[src/rtl/comparator_bist_pkg.sv]
// Shared types and defaults for the exhaustive comparator self-test block.
package comparator_bist_pkg;

   localparam int DEF_WIDTH         = 4;
   localparam int DEF_SETTLE_CYCLES = 1;
   localparam int SETTLE_CNT_W      = 4;

   typedef enum logic [1:0] {
      ST_IDLE,
      ST_DRIVE,
      ST_SAMPLE,
      ST_DONE
   } state_t;

endpackage

[src/rtl/comparator_bist.sv]
// Exhaustive built-in self test for an external unsigned a > b comparator.
// Walks every (a, b) pair, counts mismatches and records the first failing pair.
//
//   state     | meaning
//   ----------+---------------------------------------------------------
//   ST_IDLE   | waiting for start, no results yet
//   ST_DRIVE  | vector on a/b, settle down-counter running
//   ST_SAMPLE | g compared against a > b, advance or finish
//   ST_DONE   | results held, start accepted as in ST_IDLE
module comparator_bist
   import comparator_bist_pkg::*;
#(
   parameter int WIDTH         = DEF_WIDTH,
   parameter int SETTLE_CYCLES = DEF_SETTLE_CYCLES
) (
   input  logic               clk,
   input  logic               reset_n,
   input  logic               start,
   output logic [WIDTH-1:0]   a,
   output logic [WIDTH-1:0]   b,
   input  logic               g,
   output logic               busy,
   output logic               done,
   output logic               pass,
   output logic [2*WIDTH:0]   err_count,
   output logic [WIDTH-1:0]   fail_a,
   output logic [WIDTH-1:0]   fail_b
);

   localparam int VEC_W = 2 * WIDTH;
   localparam logic [SETTLE_CNT_W-1:0] SETTLE_LOAD =
      SETTLE_CNT_W'((SETTLE_CYCLES > 0) ? SETTLE_CYCLES - 1 : 0);
   // With no settle time each vector goes straight to the compare cycle.
   localparam state_t ST_VEC_FIRST = (SETTLE_CYCLES == 0) ? ST_SAMPLE : ST_DRIVE;

   state_t                  state_q, state_d;
   logic [VEC_W-1:0]        vec_q;
   logic [SETTLE_CNT_W-1:0] settle_q;
   logic                    captured_q;
   logic                    start_run;
   logic                    sample_en;
   logic                    last_vec;
   logic                    mismatch;

   assign a        = vec_q[WIDTH-1:0];
   assign b        = vec_q[VEC_W-1:WIDTH];
   assign last_vec = &vec_q;
   assign mismatch = (g != (a > b));

   always_comb begin
      state_d   = state_q;
      start_run = 1'b0;
      sample_en = 1'b0;
      case (state_q)
         ST_IDLE, ST_DONE: begin
            if (start) begin
               state_d   = ST_VEC_FIRST;
               start_run = 1'b1;
            end
         end
         ST_DRIVE: begin
            if (settle_q == '0) state_d = ST_SAMPLE;
         end
         ST_SAMPLE: begin
            sample_en = 1'b1;
            state_d   = last_vec ? ST_DONE : ST_VEC_FIRST;
         end
         default: state_d = ST_IDLE;
      endcase
   end

   always_ff @(posedge clk) begin
      if (!reset_n) begin
         state_q    <= ST_IDLE;
         vec_q      <= '0;
         settle_q   <= '0;
         captured_q <= 1'b0;
         err_count  <= '0;
         fail_a     <= '0;
         fail_b     <= '0;
      end else begin
         state_q <= state_d;
         if (start_run) begin
            vec_q      <= '0;
            settle_q   <= SETTLE_LOAD;
            captured_q <= 1'b0;
            err_count  <= '0;
            fail_a     <= '0;
            fail_b     <= '0;
         end
         if (state_q == ST_DRIVE && settle_q != '0) settle_q <= settle_q - 1'b1;
         if (sample_en) begin
            if (mismatch) begin
               err_count <= err_count + 1'b1;
               if (!captured_q) begin
                  captured_q <= 1'b1;
                  fail_a     <= a;
                  fail_b     <= b;
               end
            end
            // Final vector stays on a/b so the last pair is visible in DONE.
            if (!last_vec) begin
               vec_q    <= vec_q + 1'b1;
               settle_q <= SETTLE_LOAD;
            end
         end
      end
   end

   assign busy = (state_q == ST_DRIVE) || (state_q == ST_SAMPLE);
   assign done = (state_q == ST_DONE);
   assign pass = done && (err_count == '0);

endmodule

[config.mk]
export PLATFORM = sky130hd
export DESIGN_NAME = comparator_bist
export DESIGN_NICKNAME = d
export VERILOG_FILES = /design/src/rtl/comparator_bist_pkg.sv /design/src/rtl/comparator_bist.sv
export SDC_FILE = /design/constraint.sdc
export NUM_CORES = 1
export LEC_CHECK = 0
export CORE_MARGIN = 2
export CORE_UTILIZATION = 38
export CTS_BUF_LIST = sky130_fd_sc_hd__clkbuf_4 sky130_fd_sc_hd__clkbuf_8 sky130_fd_sc_hd__clkbuf_16
export DETAILED_ROUTE_END_ITERATION = 8
export GPL_ROUTABILITY_DRIVEN = 0
export PLACE_DENSITY_LB_ADDON = 0.15
export SLEW_MARGIN = 20
export SYNTH_ARGS = -nofsm -noshare
export SYNTH_HDL_FRONTEND = slang
export SYNTH_SLANG_ARGS = --single-unit
[constraint.sdc]
create_clock -name clk -period 5.6 [get_ports clk]
set_clock_uncertainty 0.2 [all_clocks]
set_input_delay 0.56 -clock clk [delete_from_list [all_inputs] [get_ports clk]]
set_output_delay 0.56 -clock clk [all_outputs]
set_load 0.005 [all_outputs]
==> results of run 1 <==
area by class of cell:
type | instances | area [um2]
clock buffers | 7 | 96.3
fillers | 476 | 2400
inverters | 14 | 52.6
multi-input cells | 173 | 1140
flip-flops and latches | 32 | 641
well taps | 67 | 83.8
repair buffers | 31 | 310
synthesized netlist by cell type, types with 2 or more instances:
library cell	number	area, um2
a21oi_1	14	70.1
a21oi_2	2	17.5
a22oi_1	2	15.0
a31oi_1	4	25.0
and2_1	3	18.8
buf_2	2	10.0
clkbuf_1	6	22.5
dfxtp_1	32	641
ha_1	12	150
inv_1	13	48.8
mux2i_1	8	80.1
nand2_1	22	82.6
nand3_1	18	90.1
nand3b_1	2	15.0
nand4_1	6	37.5
nor2_1	21	78.8
nor2b_1	4	25.0
nor3_1	4	20.0
nor4_1	3	18.8
o21a_1	2	15.0
o21ai_0	4	20.0
o21ai_1	4	20.0
o22ai_1	8	50.1
o311a_1	2	20.0
o31ai_1	5	37.5
or2_2	2	12.5
or3_1	2	12.5
xnor2_1	2	17.5
metrics by stage:
step	hold WS, ns	util, %
after detailed placement	0.269	47.1
after CTS	0.278	49.1
after global routing	0.292	49.1
after global placement	0.260	47.1
final	0.272	49.1
after floorplan	0.263	-
power by group through the flow:
stage | Sequential (uW) | Clock (uW) | Combinational [uW]
finish | 233 | 194 | 49.5
global route | 233 | 210 | 55.4
CTS | 232 | 201 | 50.1
detailed placement | 238 | 0 | 49.8
global placement | 238 | 0 | 49.7
floorplan | 237 | 0 | 34.3
how the worst max path moves through the flow:
stage / from / endpoint / slack [ns] / cells after the start
detailed placement: reset_n / err_count[5] / 2.23 / 5
finish: reset_n / err_count[5] / 2.57 / 5
global route: reset_n / err_count[5] / 2.28 / 5
floorplan: vec_q[5] / captured_q / 3.50 / 8
global placement: reset_n / err_count[8] / 2.24 / 5
CTS: reset_n / err_count[5] / 2.50 / 5
tightest hold or removal path, delay by kind of cell, from the launching register on:
| family | cells | cell delay (ns) |
|---|---|---|
| flip-flops | 1 | 0.31 |
| multiplexers | 1 | 0.05 |
| AND/OR/NAND/NOR | 1 | 0.06 |
kinds of logic after synthesis:
family | Yosys count | synth area share, %
compound gates | 55 | 20.8
xor+xnor | 2 | 0.935
fa+ha+maj | 12 | 8.02
buf+inv | 23 | 5.14
flops | 32 | 34.2
mux | 8 | 4.28
simple gates | 96 | 26.7
metal layers:
layer	global-route usage (%)	part of all wire, %	up-vias	routed length (um)
li1	-	-	884	-
met5	0	0	-	0
met3	4.07	3.9	8	177
met2	28.8	46	36	2100
met1	23.7	49	840	2230
met4	8.08	1.9	0	86
registers in the layout, summed over array words and instances (netlist names):
name and cells:
captured_q 1, fail_b 4, fail_a 4, settle_q 4, err_count 9, state_q 2
vec_q 8
==> flow_summary.yaml, run 1 <==
power:
  p_int_uw: 357
  total_power_uw: 476
  switching_share_pct: 25.1
  ir_drop_v: 0.000122
  leakage_uw: 0.000816
  power.switching_uw: 120
  seqPwrFrac_pct: 48.8
  comb_power_share_pct: 10.4
  pwr_density_cell_mw_per_mm2: 205
  pwr-share-clk_pct: 40.8
clock_network:
  root_buffer: "clkbuf_8"
  postCtsSetupBuffers: 0
  clkTransAtPathRegs_ns: 0.07
  clock_path_buffers: 2
  cts-htree-levels: 2
  clk_latency_ns: 0.29
  holdBufCountCts: 0
  post_cts_resized: 0
  tritoncts: "yes"
  cts-buffers-inserted: 5
  clock-sinks: 32
floorplan:
  dieHeight_um: 74.2
  fp.dieW_um: 74.2
  io_pins: 32
  core-area_mm2: 0.00472
  dieArea_mm2: 0.00551
  initial_core_util_pct: 39.7
  rows: 25
sta:
  max_freq_mhz: 330
  max_slew_margin_pct: 35.6
  finalCriticalPeriod_ns: 3.03
  rsz0062_at_grt: "no"
  drv_slew: 0
  worst_pin_slew_ns: 0.963
  setup-violations-final: 0
  fin_crit_sh_pct: 54.0
  finalHoldViolCount: 0
  fin_ws_ns: 2.57
  setup_tns_ns: 0
place:
  pre_cts_ws_ns: 2.23
  placedCellCount: 317
  port_buffers: 31
  placed_cell_area_mm2: 0.00222
  hpwlAfterDp_um: 3180
synthesis:
  syn_avg_cell_area_um2: 8.22
  ys_seq_area_share_pct: 34.2
  yosys_most_used_dff: "dfxtp_1"
  synth-seq-cells: 32
  yosysWarningCount: 0
  synthArstFlopShare_pct: 0
  ys_types: 47
  synth_edf_count: 0
  syn_area_mm2: 0.00187
  syn_inst: 228
  syn-num-nets: 244
setup_path:
  end_kind: "flop"
  worst-r2r-cell-count: 7
  critPathArrivalTime_ns: 3.02
  cp_cell_sequence: "clkdlybuf4s50_1 -> clkinv_1 -> nor4_1 -> o22ai_1 -> o31ai_1"
  cp_max_fo: 28
  crit_slowest_cell: "clkdlybuf4s50_1"
  path_delay_family: "buffers and inverters"
  crit_type: "in2reg"
  r2r_end: "fail_b[0]"
  crit_required_ns: 5.60
  start_kind: "primary input"
  path_buf_inv: 2
  reg2reg_slack_ns: 3.03
  worst_path_largest_cell_delay_ns: 1.10
  r2r_start: "vec_q[5]"
global_route:
  grt_overflow: 0
  grt_usage_pct: 18.2
  grt_pass1_vias: 1611
  antenna_found_initial: 0
  grt_max_degree: 29
  grt_pass1_wl_um: 7630
finish:
  finalNetCount: 273
  finalInstanceArea_mm2: 0.00232
  final_cells: 324
  area_growth_pct: 23.8
  drive_above_1_share_pct: 7.78
  final_common_cell: "dfxtp_1"
  diodes: 0
  layout_common_cells: "dfxtp_1 (32), clkdlybuf4s50_1 (31), nand2_1 (22), nor2_1 (21), nand3_1 (18)"
route:
  drc_errors: 0
  drtIter0Drc: 72
  vias: 1768
  dr.pass1.iters: 4
  routed_wirelength_um: 4590
  viasPerCell: 5.46
  wl_per_cell_um: 14.2
  antenna_left: 0
status:
  status: "finished, final reports clean"
worst_hold_path:
  whs_endpoint: "fail_a[1]"
  min_path_type: "reg2reg"
  min_from: "fail_a[1]"
  hold_depth: 2
job:
  maxCapViolCount: 0
Note: power is estimated with default switching activity, not from simulation.
==> inputs of run 2 (changes only) <==
clock period = 2.6 ns   (was 5.6 ns; I/O delays follow)
==> flow_summary.yaml, run 2 (synthesis results as in run 1) <==
floorplan:
  rows: 25
  fp.dieW_um: 74.2
  dieArea_mm2: 0.00551
  initial_core_util_pct: 39.7
  io_pins: 32
  core-area_mm2: 0.00472
  dieHeight_um: 74.2
setup_path:
  start_kind: "flop"
  cp_cell_sequence: "inv_1 -> ha_1 -> nor4b_1 -> nand3b_1 -> nor4_1 -> clkdlybuf4s50_1"
  end_kind: "output port"
  path_buf_inv: 2
  r2r_start: "vec_q[6]"
  crit_required_ns: 2.14
  crit_slowest_cell: "clkdlybuf4s50_1"
  path_delay_family: "buffers and inverters"
  cp_max_fo: 5
  worst_path_largest_cell_delay_ns: 0.54
  critPathLaunch: "err_count[0]"
  crit_type: "reg2out"
  critPathArrivalTime_ns: 1.98
finish:
  layout_common_cells: "dfxtp_1 (32), clkdlybuf4s50_1 (31), nand2_1 (22), nor2_1 (21), nand3_1 (18)"
  area_growth_pct: 29.1
  fillerInstances: 468
  final_cells: 334
  largest_reg_flops: 9
  top_register: "err_count"
  fin_util_pct: 51.2
  final_common_cell: "dfxtp_1"
  diodes: 0
  drive_above_1_share_pct: 11.2
  finalNetCount: 282
  reg_top3: "err_count (9), vec_q (8)"
power:
  power.switching_uw: 263
  switching_share_pct: 23.1
  ir_drop_v: 0.000224
  p_int_uw: 875
  pwr_density_cell_mw_per_mm2: 471
  comb_power_share_pct: 10.0
  total_power_uw: 1140
  seqPwrFrac_pct: 43.9
  leakage_uw: 0.000878
  pwr-share-clk_pct: 46.1
clock_network:
  clk_latency_ns: 0.28
  post_cts_resized: 0
  tritoncts: "yes"
  cts-htree-levels: 2
  clkTransAtPathRegs_ns: 0.07
  root_buffer: "clkbuf_8"
  postCtsSetupBuffers: 0
  clock-sinks: 32
  holdBufCountCts: 0
  cts-buffers-inserted: 5
  clock_path_buffers: 2
worst_hold_path:
  min_path_type: "reg2reg"
  min_from: "fail_a[2]"
sta:
  setup_tns_ns: 0
  finalCriticalPeriod_ns: 2.44
  worst_pin_slew_ns: 0.586
  fin_crit_sh_pct: 93.9
  rsz0062_at_grt: "no"
  finalHoldViolCount: 0
  drv_slew: 0
  setup-violations-final: 0
  max_freq_mhz: 410
  max_slew_margin_pct: 60.6
global_route:
  grt_pass1_vias: 1559
  grt_overflow: 0
  antenna_found_initial: 0
  grt_pass1_wl_um: 7490
  grt_max_degree: 28
  grt_usage_pct: 18.0
job:
  maxCapViolCount: 0
route:
  viasPerCell: 5.36
  wl_per_cell_um: 13.8
  vias: 1790
  drtIter0Drc: 60
  routed_wirelength_um: 4620
  dr.pass1.iters: 4
  antenna_left: 0
  drc_errors: 0
place:
  port_buffers: 31
  hpwlAfterDp_um: 3280
  placedCellCount: 326
status:
  status: "finished, final reports clean"
[run 2: cell types whose count changed in the layout (fill, tap and decap cells not counted)]
| cell | delta |
|---|---|
| buf_4 | +9 |
| bufinv_16 | +1 |
[run 2: cell type report]
type                            count  area, um2  share of cell area, %
Tap cell                           67       83.8                   3.47
Inverter                           14       52.6                   2.17
Timing Repair Buffer               40        378                   15.6
Clock inverter                      1       30.0                   1.24
Multi-Input combinational cell    173       1140                   47.0
Sequential cell                    32        641                   26.5
Clock buffer                        7       96.3                   3.99
[run 2: metrics by stage]
stage | area [um2] | hold slack, ns | setup WS [ns]
3_5_place_dp | 2290 | 0.261 | 0.265
2_1_floorplan | 1870 | 0.263 | 0.503
5_1_grt | 2420 | 0.285 | 0.0216
3_3_place_gp | 2290 | 0.259 | 0.287
6_report | 2420 | 0.270 | 0.158
4_1_cts | 2420 | 0.273 | 0.111
[run 2: worst min-delay path, stage by stage (launching register included)]
cell and delay [ns]:
dfxtp_1 0.31, nand3_1 0.06, mux2i_1 0.06
[run 2: power groups by stage]
| stage | sequential [uW] | combinational (uW) | clock (uW) |
|---|---|---|---|
| global route | 500 | 127 | 556 |
| floorplan | 510 | 74.0 | 0 |
| finish | 499 | 113 | 525 |
| detailed placement | 510 | 114 | 0 |
| CTS | 499 | 115 | 540 |
| global placement | 511 | 115 | 0 |
[run 2: path summary, 6_finish.rpt]
path / endpoint / slack [ns] / cells after the start
worst max-delay path: pass / 0.16 / 6
worst min-delay path: fail_a[2] / 0.27 / 2
worst min register to register: fail_a[2] / 0.27 / 2
worst max register to register: captured_q / 0.25 / 8
[run 2: per-layer routing]
layer / track usage (%) / wire length (um)
met1: 23.0 / 2180
met4: 7.07 / 74
met2: 29.6 / 2160
met5: 0 / 0
met3: 3.79 / 209
==> inputs of run 3 (changes only) <==
--- a/config.mk
+++ b/config.mk
@@ -7,3 +7,2 @@
 export LEC_CHECK = 0
-export CORE_MARGIN = 2
 export CORE_UTILIZATION = 38
--- a/constraint.sdc
+++ b/constraint.sdc
@@ -4,2 +4,2 @@
 set_output_delay 0.26 -clock clk [all_outputs]
-set_load 0.005 [all_outputs]
+set_load 0.05 [all_outputs]
==> flow_summary.yaml, run 3 (synthesis results as in run 1) <==
power:
  pwr_density_cell_mw_per_mm2: 432
  power.switching_uw: 285
  p_int_uw: 748
  ir_drop_v: 0.000254
  total_power_uw: 1030
  comb_power_share_pct: 12.7
  seqPwrFrac_pct: 48.4
  switching_share_pct: 27.6
  pwr-share-clk_pct: 38.9
  leakage_uw: 0.000868
global_route:
  grt_overflow: 0
  grt_max_degree: 28
  busiest_layer: "met2"
  grt.met3_usage_pct: 5.83
  grtUsageMet1_pct: 24.2
  grt_usage_pct: 19.6
  grt_pass1_wl_um: 7760
  antenna_found_initial: 0
  met2_usage_pct: 30.6
  grt_pass1_vias: 1688
worst_hold_path:
  min_from: "fail_b[1]"
  min_path_type: "reg2reg"
floorplan:
  core-area_mm2: 0.00472
  dieArea_mm2: 0.00521
  fp.dieW_um: 72.2
  io_pins: 32
  dieHeight_um: 72.2
  initial_core_util_pct: 39.7
  rows: 25
finish:
  final_common_cell: "dfxtp_1"
  top_register: "err_count"
  reg_top3: "err_count (9), vec_q (8)"
  area_growth_pct: 27.9
  layout_common_cells: "dfxtp_1 (32), clkdlybuf4s50_1 (30), nand2_1 (22), nor2_1 (21), nand3_1 (18)"
  diodes: 0
  finalNetCount: 282
  largest_reg_flops: 9
  drive_above_1_share_pct: 12.0
route:
  dr.pass1.iters: 5
  wl_per_cell_um: 13.9
  antenna_left: 0
  viasPerCell: 5.34
  drtIter0Drc: 111
  drc_errors: 0
  routed_wirelength_um: 4640
  vias: 1782
place:
  pre_cts_ws_ns: 0.208
  hpwlAfterDp_um: 3270
  port_buffers: 31
setup_path:
  path_buf_inv: 3
  cp_max_fo: 4
  critPathLaunch: "state_q[0]"
  crit_required_ns: 2.14
  critPathArrivalTime_ns: 1.94
  crit_top_cell: "inv_1"
  crit_slowest_cell: "clkdlybuf4s50_1"
  r2r_start: "vec_q[5]"
  cp_cell_sequence: "inv_1 -> ha_1 -> inv_1 -> clkdlybuf4s50_1"
  start_kind: "flop"
  path_delay_family: "buffers and inverters"
  crit_type: "reg2out"
  worst_path_largest_cell_delay_ns: 0.79
  end_kind: "output port"
status:
  status: "finished, final reports clean"
clock_network:
  cts-buffers-inserted: 5
  tritoncts: "yes"
  clock_path_buffers: 2
  clkTransAtPathRegs_ns: 0.07
  cts-htree-levels: 2
  root_buffer: "clkbuf_8"
  clk_latency_ns: 0.29
  clock-sinks: 32
sta:
  max_freq_mhz: 416
  rsz0062_at_grt: "no"
  setup_tns_ns: 0
  drv_slew: 0
  fin_crit_sh_pct: 92.5
  worst_pin_slew_ns: 0.602
  setup-violations-final: 0
  finalCriticalPeriod_ns: 2.40
  finalHoldViolCount: 0
  max_slew_margin_pct: 59.5
  whs_ns: 0.275
  fin_ws_ns: 0.195
job:
  maxCapViolCount: 0
[run 3: cell types whose count changed in the layout (fill, tap and decap cells not counted), sizes merged]
| cell | delta |
|---|---|
| bufinv | -1 |
| clkbuf | -1 |
| buf | +1 |
| clkdlybuf4s50 | -1 |
| clkinv | +2 |
[run 3: path summary, 6_finish.rpt]
path | to | slack, ns | cells past startpoint
worst min register to register | fail_b[1] | 0.27 | 2
worst max register to register | fail_a[2] | 0.23 | 8
worst min-delay path | fail_b[1] | 0.27 | 2
worst max-delay path | busy | 0.20 | 4
[run 3: routing by layer]
metal,part of all wire [%],vias to the layer above
met5,0,-
li1,-,901
met4,1.9,0
met2,47,52
met3,4.5,8
met1,47,821
[run 3: layout make-up]
cell class,instances,area [um2]
clock buffer,6,82.6
clock inverter,2,10.0
fill,469,2330
inverter,14,52.6
multi-input combinational,173,1150
sequential,32,641
tap,67,83.8
timing repair buffer,40,375
[run 3: timing repair]
item,CTS,global route
gates resized for setup,0,1
buffers inserted,0,0
endpoints found under the setup margin,0,1
hold buffers,0,0
[run 3: worst reg2reg max path: stages (launching register included)]
cell	delay, ns
dfxtp_1	0.40
inv_1	0.11
ha_1	0.31
nor2b_1	0.15
o211ai_2	0.27
a41oi_4	0.22
a21oi_4	0.23
buf_4	0.20
mux2i_1	0.19
[run 3: through the flow]
stage,instance area (um2),instances,utilization [%]
after floorplan,1880,228,-
after global placement,2290,326,48.6
after detailed placement,2290,326,48.6
after CTS,2390,334,50.5
after global routing,2390,334,50.7
final,2390,334,50.7
[run 3: power by group through the flow]
stage | clock network (uW) | logic (uW) | registers [uW]
6_report | 402 | 132 | 500
5_1_grt | 446 | 144 | 500
4_1_cts | 419 | 131 | 499
3_5_place_dp | 0 | 131 | 511
3_3_place_gp | 0 | 132 | 510
2_1_floorplan | 0 | 87.7 | 514
==> variant 1 (flow settings as in run 3) <==
`SETTLE_CNT_W`: 4 -> 3.
--- a/src/rtl/comparator_bist_pkg.sv
+++ b/src/rtl/comparator_bist_pkg.sv
@@ -3,7 +3,7 @@
 
    localparam int DEF_WIDTH         = 4;
    localparam int DEF_SETTLE_CYCLES = 1;
-   localparam int SETTLE_CNT_W      = 4;
+   localparam int SETTLE_CNT_W      = 3;
 
    typedef enum logic [1:0] {
       ST_IDLE,
Function: same outputs for any inputs over 10 cycles, from zero or initial values and one cycle with reset_n low; that may be too few to reach the edited logic, so the function may still have changed.
==> variant 1 against run 3 <==
Setup slack better by 0.013 ns. Critical path depth did not move. Non-clock buffer count is 1 higher. Combinational power down 5%. Total power grew 7.2%. Core utilization rose by 1.5 points. Wire length fell by 8.4%. Sequential share of layout area down 0.17 points. Final cell count shrank 5.4%. Via count is 3.4% lower. Area after synthesis decreased by 3.1%. Sequential cell count decreased by 1. Design area fell by 2.5%. Critical path type unchanged. Highest routed layer unchanged.
==> variant 1: results (changes against run 3) <==
Routing
  • Via count: 1722 (-3.4%)
  • Wire length per cell: 13.5 um (-3.1%)
  • Initial DRC count: 115 (+3.6%)
  • DR pass1 iterations: 6 (+1)

Global route
  • Largest net degree at the start of global routing: 30 (+7.1%)
  • Vias in the first global route: 1598 (-5.3%)
  • GRT Overall Usage: 0.188 (-0.00800)
  • First-pass GRT wire length: 7.45 mm (-4.0%)
  • Initial antenna violation count: 0 (unchanged)

Synth
  • Syn Area/Cell: 8.06 um2 (-1.8%)
  • Synth cell count leaders: dfxtp_1 (31), nand2_1 (21), nand3_1 (21), nor2_1 (20), inv_1 (15)
  • Async S/R FF share, synth: 0 (unchanged)
  • Net count after synthesis: 241 (-1.2%)
  • Synthesis warning total: 0 (unchanged)
  • Netlist cell types: 45 (-4.3%)
  • Most used DFF post-synth: dfxtp_1
  • Register area share after synthesis: 0.342 (about the same)
  • Top cells by area, synth: dfxtp_1 (34%), ha_1 (8.3%), nand3_1 (5.8%)

Worst setup path
  • Reg-to-Reg Start: vec_q[6]
  • Slowest CP cell: clkdlybuf4s50_1
  • Crit-path max cell delay: roughly 0.80 ns
  • Worst path arrival time: between 1.5 and 2 ns
  • CP Max Fanout: 4 (unchanged)
  • Cell family with most CP delay: buffers and inverters
  • Worst Setup SP: state_q[0]

CTS
  • CTS Buf Count: 5 (unchanged)
  • Post-CTS setup buffers: 0 (unchanged)
  • Clock Latency Late Sink: 0.29 ns (about the same)
  • Clk buf depth: 2 (unchanged)
  • Root Buffer: clkbuf_8
  • Clock transition at path regs: 0.07 ns (about the same)
  • PostCTS Resize Cnt: 0 (unchanged)
  • H-Tree Level Count: 2 (unchanged)

Placement
  • Placed Area: 2220 um2 (-3.4%)
  • Placed Instances: 308 (-5.5%)
  • PortBufs: 31 (unchanged)
  • Pre-CTS worst setup slack: 0.258 ns (+0.0508 ns)
  • HPWL Detailed: 3.08 mm (-5.8%)

Timing
  • Fin Setup TNS: 0 ns (unchanged)
  • Relative slew slack: 0.659 (+0.0644)

Hold path
  • Worst min-delay path startpoint: fail_b[0]
  • Hold crit path type: reg -> reg

Layout
  • Fraction of final layout cells with drive strength greater than 1: 0.121 (+0.00136)
  • NumNets Final: 279 (-1.1%)
  • Largest registers: err_count x9, vec_q x8
  • Antenna cells: 0 (unchanged)
  • Non-Filler Instances: 316 (-5.4%)
  • Fill cell count: 426 (-9.2%)

Pwr
  • Power Dens Cells: 474 nW/um2 (+9.9%)
  • Leakage power: 0.840 nW (-3.2%)
  • Peak VDD IR: 0.268 mV (+5.5%)

Run status
  • Outcome: finished clean
-- variant 1: changes by cell type after synthesis, sizes merged, moves of 2 or more --
cell | run 3 | this run
o21ai | 8 | 13
o31ai | 5 | 0
nand3 | 18 | 21
a21oi | 16 | 14
inv | 13 | 15
nand2 | 23 | 21
nor2 | 22 | 20
-- variant 1: power by group --
| group | switching (mW) | internal [mW] | leakage [nW] |
|---|---|---|---|
| logic | 0.0850 | 0.0395 | 0.529 |
| clock network | 0.189 | 0.310 | 0.0612 |
| registers | 0.00473 | 0.479 | 0.250 |
| total | 0.278 | 0.829 | 0.840 |
-- variant 1: area by class of cell --
cell class,count,area share
Multi-Input combinational cell,168,0.466
Tap cell,52,0.0279
Clock buffer,6,0.0354
Timing Repair Buffer,41,0.164
Clock inverter,2,0.0150
Inverter,16,0.0257
Sequential cell,31,0.266
-- variant 1: worst paths after layout --
| kind | endpoint | slack (ns) | cells after the start |
|---|---|---|---|
| worst max-delay path | busy | 0.21 | 4 |
| worst min-delay path | fail_b[0] | 0.27 | 2 |
| worst max register to register | fail_b[1] | 0.24 | 8 |
| worst min register to register | fail_b[0] | 0.27 | 2 |
-- variant 1: kinds of logic after synthesis --
kind of cell / share of synthesized area
AO/OA/AOI/OAI: 0.188
adder cells (fa/ha/maj): 0.0828
flip-flops: 0.342
XOR/XNOR: 0.00966
AND/OR/NAND/NOR: 0.266
multiplexers: 0.0503
buffers and inverters: 0.0614
-- variant 1: routing by layer --
| layer | part of all wire | vias to the layer above | track usage |
|---|---|---|---|
| met5 | 0 | - | 0 |
| met2 | 0.43 | 39 | 0.287 |
| met1 | 0.51 | 796 | 0.261 |
| met3 | 0.047 | 8 | 0.0399 |
| li1 | - | 879 | - |
| met4 | 0.012 | 0 | 0.0667 |
==> variant 2 (flow settings as in run 3) <==
Made on the original files. The 4 states of `state_t` get a one-hot encoding in 4 bits.
--- a/src/rtl/comparator_bist_pkg.sv
+++ b/src/rtl/comparator_bist_pkg.sv
@@ -5,11 +5,11 @@
    localparam int DEF_SETTLE_CYCLES = 1;
    localparam int SETTLE_CNT_W      = 4;
 
-   typedef enum logic [1:0] {
-      ST_IDLE,
-      ST_DRIVE,
-      ST_SAMPLE,
-      ST_DONE
+   typedef enum logic [3:0] {
+      ST_IDLE   = 4'b0001,
+      ST_DRIVE  = 4'b0010,
+      ST_SAMPLE = 4'b0100,
+      ST_DONE   = 4'b1000
    } state_t;
 
 endpackage
Function: no difference found for any inputs over 10 cycles, from zero or initial values and one cycle with reset_n low; not proved beyond that.
==> variant 2 against run 3 <==
Critical path type is now reg -> reg. Setup slack got worse by 0.031 ns. Highest routed layer unchanged. Maximum frequency decreased by 1.3%. Sequential share of layout area increased by 1.7 points. Register-to-register slack got worse by 0.07 ns. Area after synthesis decreased by 0.27%. Wire length decreased by 10%. Largest cell class unchanged. Design area increased by 0.57%. Sequential cell count increased by 2. Total power decreased by 2.0%. Largest power group unchanged.
==> variant 2: results (changes against run 3) <==
Worst setup path
  • Crit-path max cell delay: 0.38 ns (-0.41 ns)
  • Cell family with most CP delay: compound AO/OA/AOI/OAI gates
  • Worst path arrival time: 2.41 ns (+0.47 ns)
  • R2r worst-path depth: 9 (+1)
  • R2R Setup Slk: 0.16 ns (-0.07 ns)
  • RR Endpoint: err_count[7]
  • CP Max Fanout: 13 (+9)
  • Slowest CP cell: dfxtp_2

Hold path
  • Hold crit path type: reg -> reg
  • Depth of the worst hold-timing path: 2 (unchanged)
  • Hold path endpoint: fail_b[1]
  • Worst min-delay path startpoint: fail_b[1]

Placement
  • HPWL Detailed: 3.02 mm (-7.6%)
  • Placed Instances: 323 (-0.92%)
  • PortBufs: 31 (unchanged)

Synth
  • Top cells by area, synth: dfxtp_1 (36%), nand3_1 (6.7%), ha_1 (6.0%)
  • Register area share after synthesis: 0.364 (+0.0223)
  • Synthesis warning total: 0 (unchanged)
  • Synth cell count leaders: dfxtp_1 (34), nand2_1 (25), nand3_1 (25), nor2_1 (21)
  • Most used DFF post-synth: dfxtp_1
  • Net count after synthesis: 236 (-3.3%)
  • Syn Area/Cell: 8.38 um2 (+2.0%)
  • Synth top area share: 0.364 (+0.0223)
  • Netlist cell types: 42 (-11%)

CTS
  • PostCTS Resize Cnt: 0 (unchanged)
  • CTS Buf Count: 5 (unchanged)
  • Clock transition at path regs: 0.07 ns (about the same)
  • Post-CTS setup buffers: 0 (unchanged)

Global route
  • Largest net degree at the start of global routing: 20 (-29%)
  • GRT Overall Usage: 0.174 (-0.0215)
  • Initial antenna violation count: 0 (unchanged)
  • Vias in the first global route: 1592 (-5.7%)
  • First-pass GRT wire length: 7.16 mm (-7.7%)

Layout
  • NumNets Final: 276 (-2.1%)
  • Non-Filler Instances: 331 (-0.90%)
  • Fraction of final layout cells with drive strength greater than 1: 0.125 (+0.00515)
  • Antenna cells: 0 (unchanged)

Pwr
  • Leakage power: 0.890 nW (+2.5%)
  • Net Sw Frac: 0.246 (-0.0298)
  • Peak VDD IR: 0.212 mV (-16%)
  • P_seq: 0.534 mW (+6.8%)
  • Combinational power: 0.0727 mW (-45%)

Routing
  • Overall routed net length: 4.17 mm (-10%)
  • Vias per cell: 5.03 (-5.7%)
  • Initial DRC count: 64 (-42%)
  • DR pass1 iterations: 4 (-1)

Run status
  • Outcome: finished clean

Timing
  • Relative slew slack: 0.650 (+0.0550)
[variant 2: cell types whose count changed after synthesis, sizes merged, moves of 4 or more]
cell	change
and3	+4
o22ai	-9
a21oi	-8
nand4	-6
xor2	+4
nand3	+7
[variant 2: through the flow]
step	hold WS, ns	instance area, um2	power, mW	utilization	worst slack, ns
after detailed placement	0.262	2310	0.618	0.489	0.124
after global routing	0.297	2410	1.06	0.510	0.0370
after CTS	0.278	2400	1.03	0.509	0.103
after global placement	0.262	2310	0.618	0.489	0.176
final	0.273	2410	1.01	0.510	0.164
after floorplan	0.263	1880	0.595	-	0.0404
[variant 2: area by class of cell]
type | instances | area, um2
timing repair buffer | 43 | 395
clock inverter | 2 | 12.5
tap | 67 | 83.8
clock buffer | 6 | 82.6
inverter | 11 | 41.3
multi-input combinational | 168 | 1110
fill | 464 | 2310
sequential | 34 | 684
[variant 2: cells by family after synthesis]
family                   share of synthesized area
AO/OA/AOI/OAI                                0.168
AND/OR/NAND/NOR                              0.277
flip-flops                                   0.364
adder cells (fa/ha/maj)                     0.0603
multiplexers                                0.0489
buffers and inverters                       0.0482
XOR/XNOR                                    0.0328
[variant 2: how the worst max path moves through the flow]
stage          slack (ns)      endpoint      from
6_report             0.16  err_count[7]  vec_q[5]
5_1_grt              0.04  err_count[7]  vec_q[5]
4_1_cts              0.10  err_count[7]  vec_q[5]
3_5_place_dp         0.12  err_count[6]  vec_q[5]
3_3_place_gp         0.18  err_count[6]  vec_q[5]
2_1_floorplan        0.04  err_count[5]  vec_q[6]
[variant 2: layer usage]
metal	track usage	vias up	part of all wire
li1	-	877	-
met1	0.221	746	0.50
met2	0.291	38	0.44
met3	0.0444	4	0.050
met4	0.0523	0	0.011
met5	0	-	0
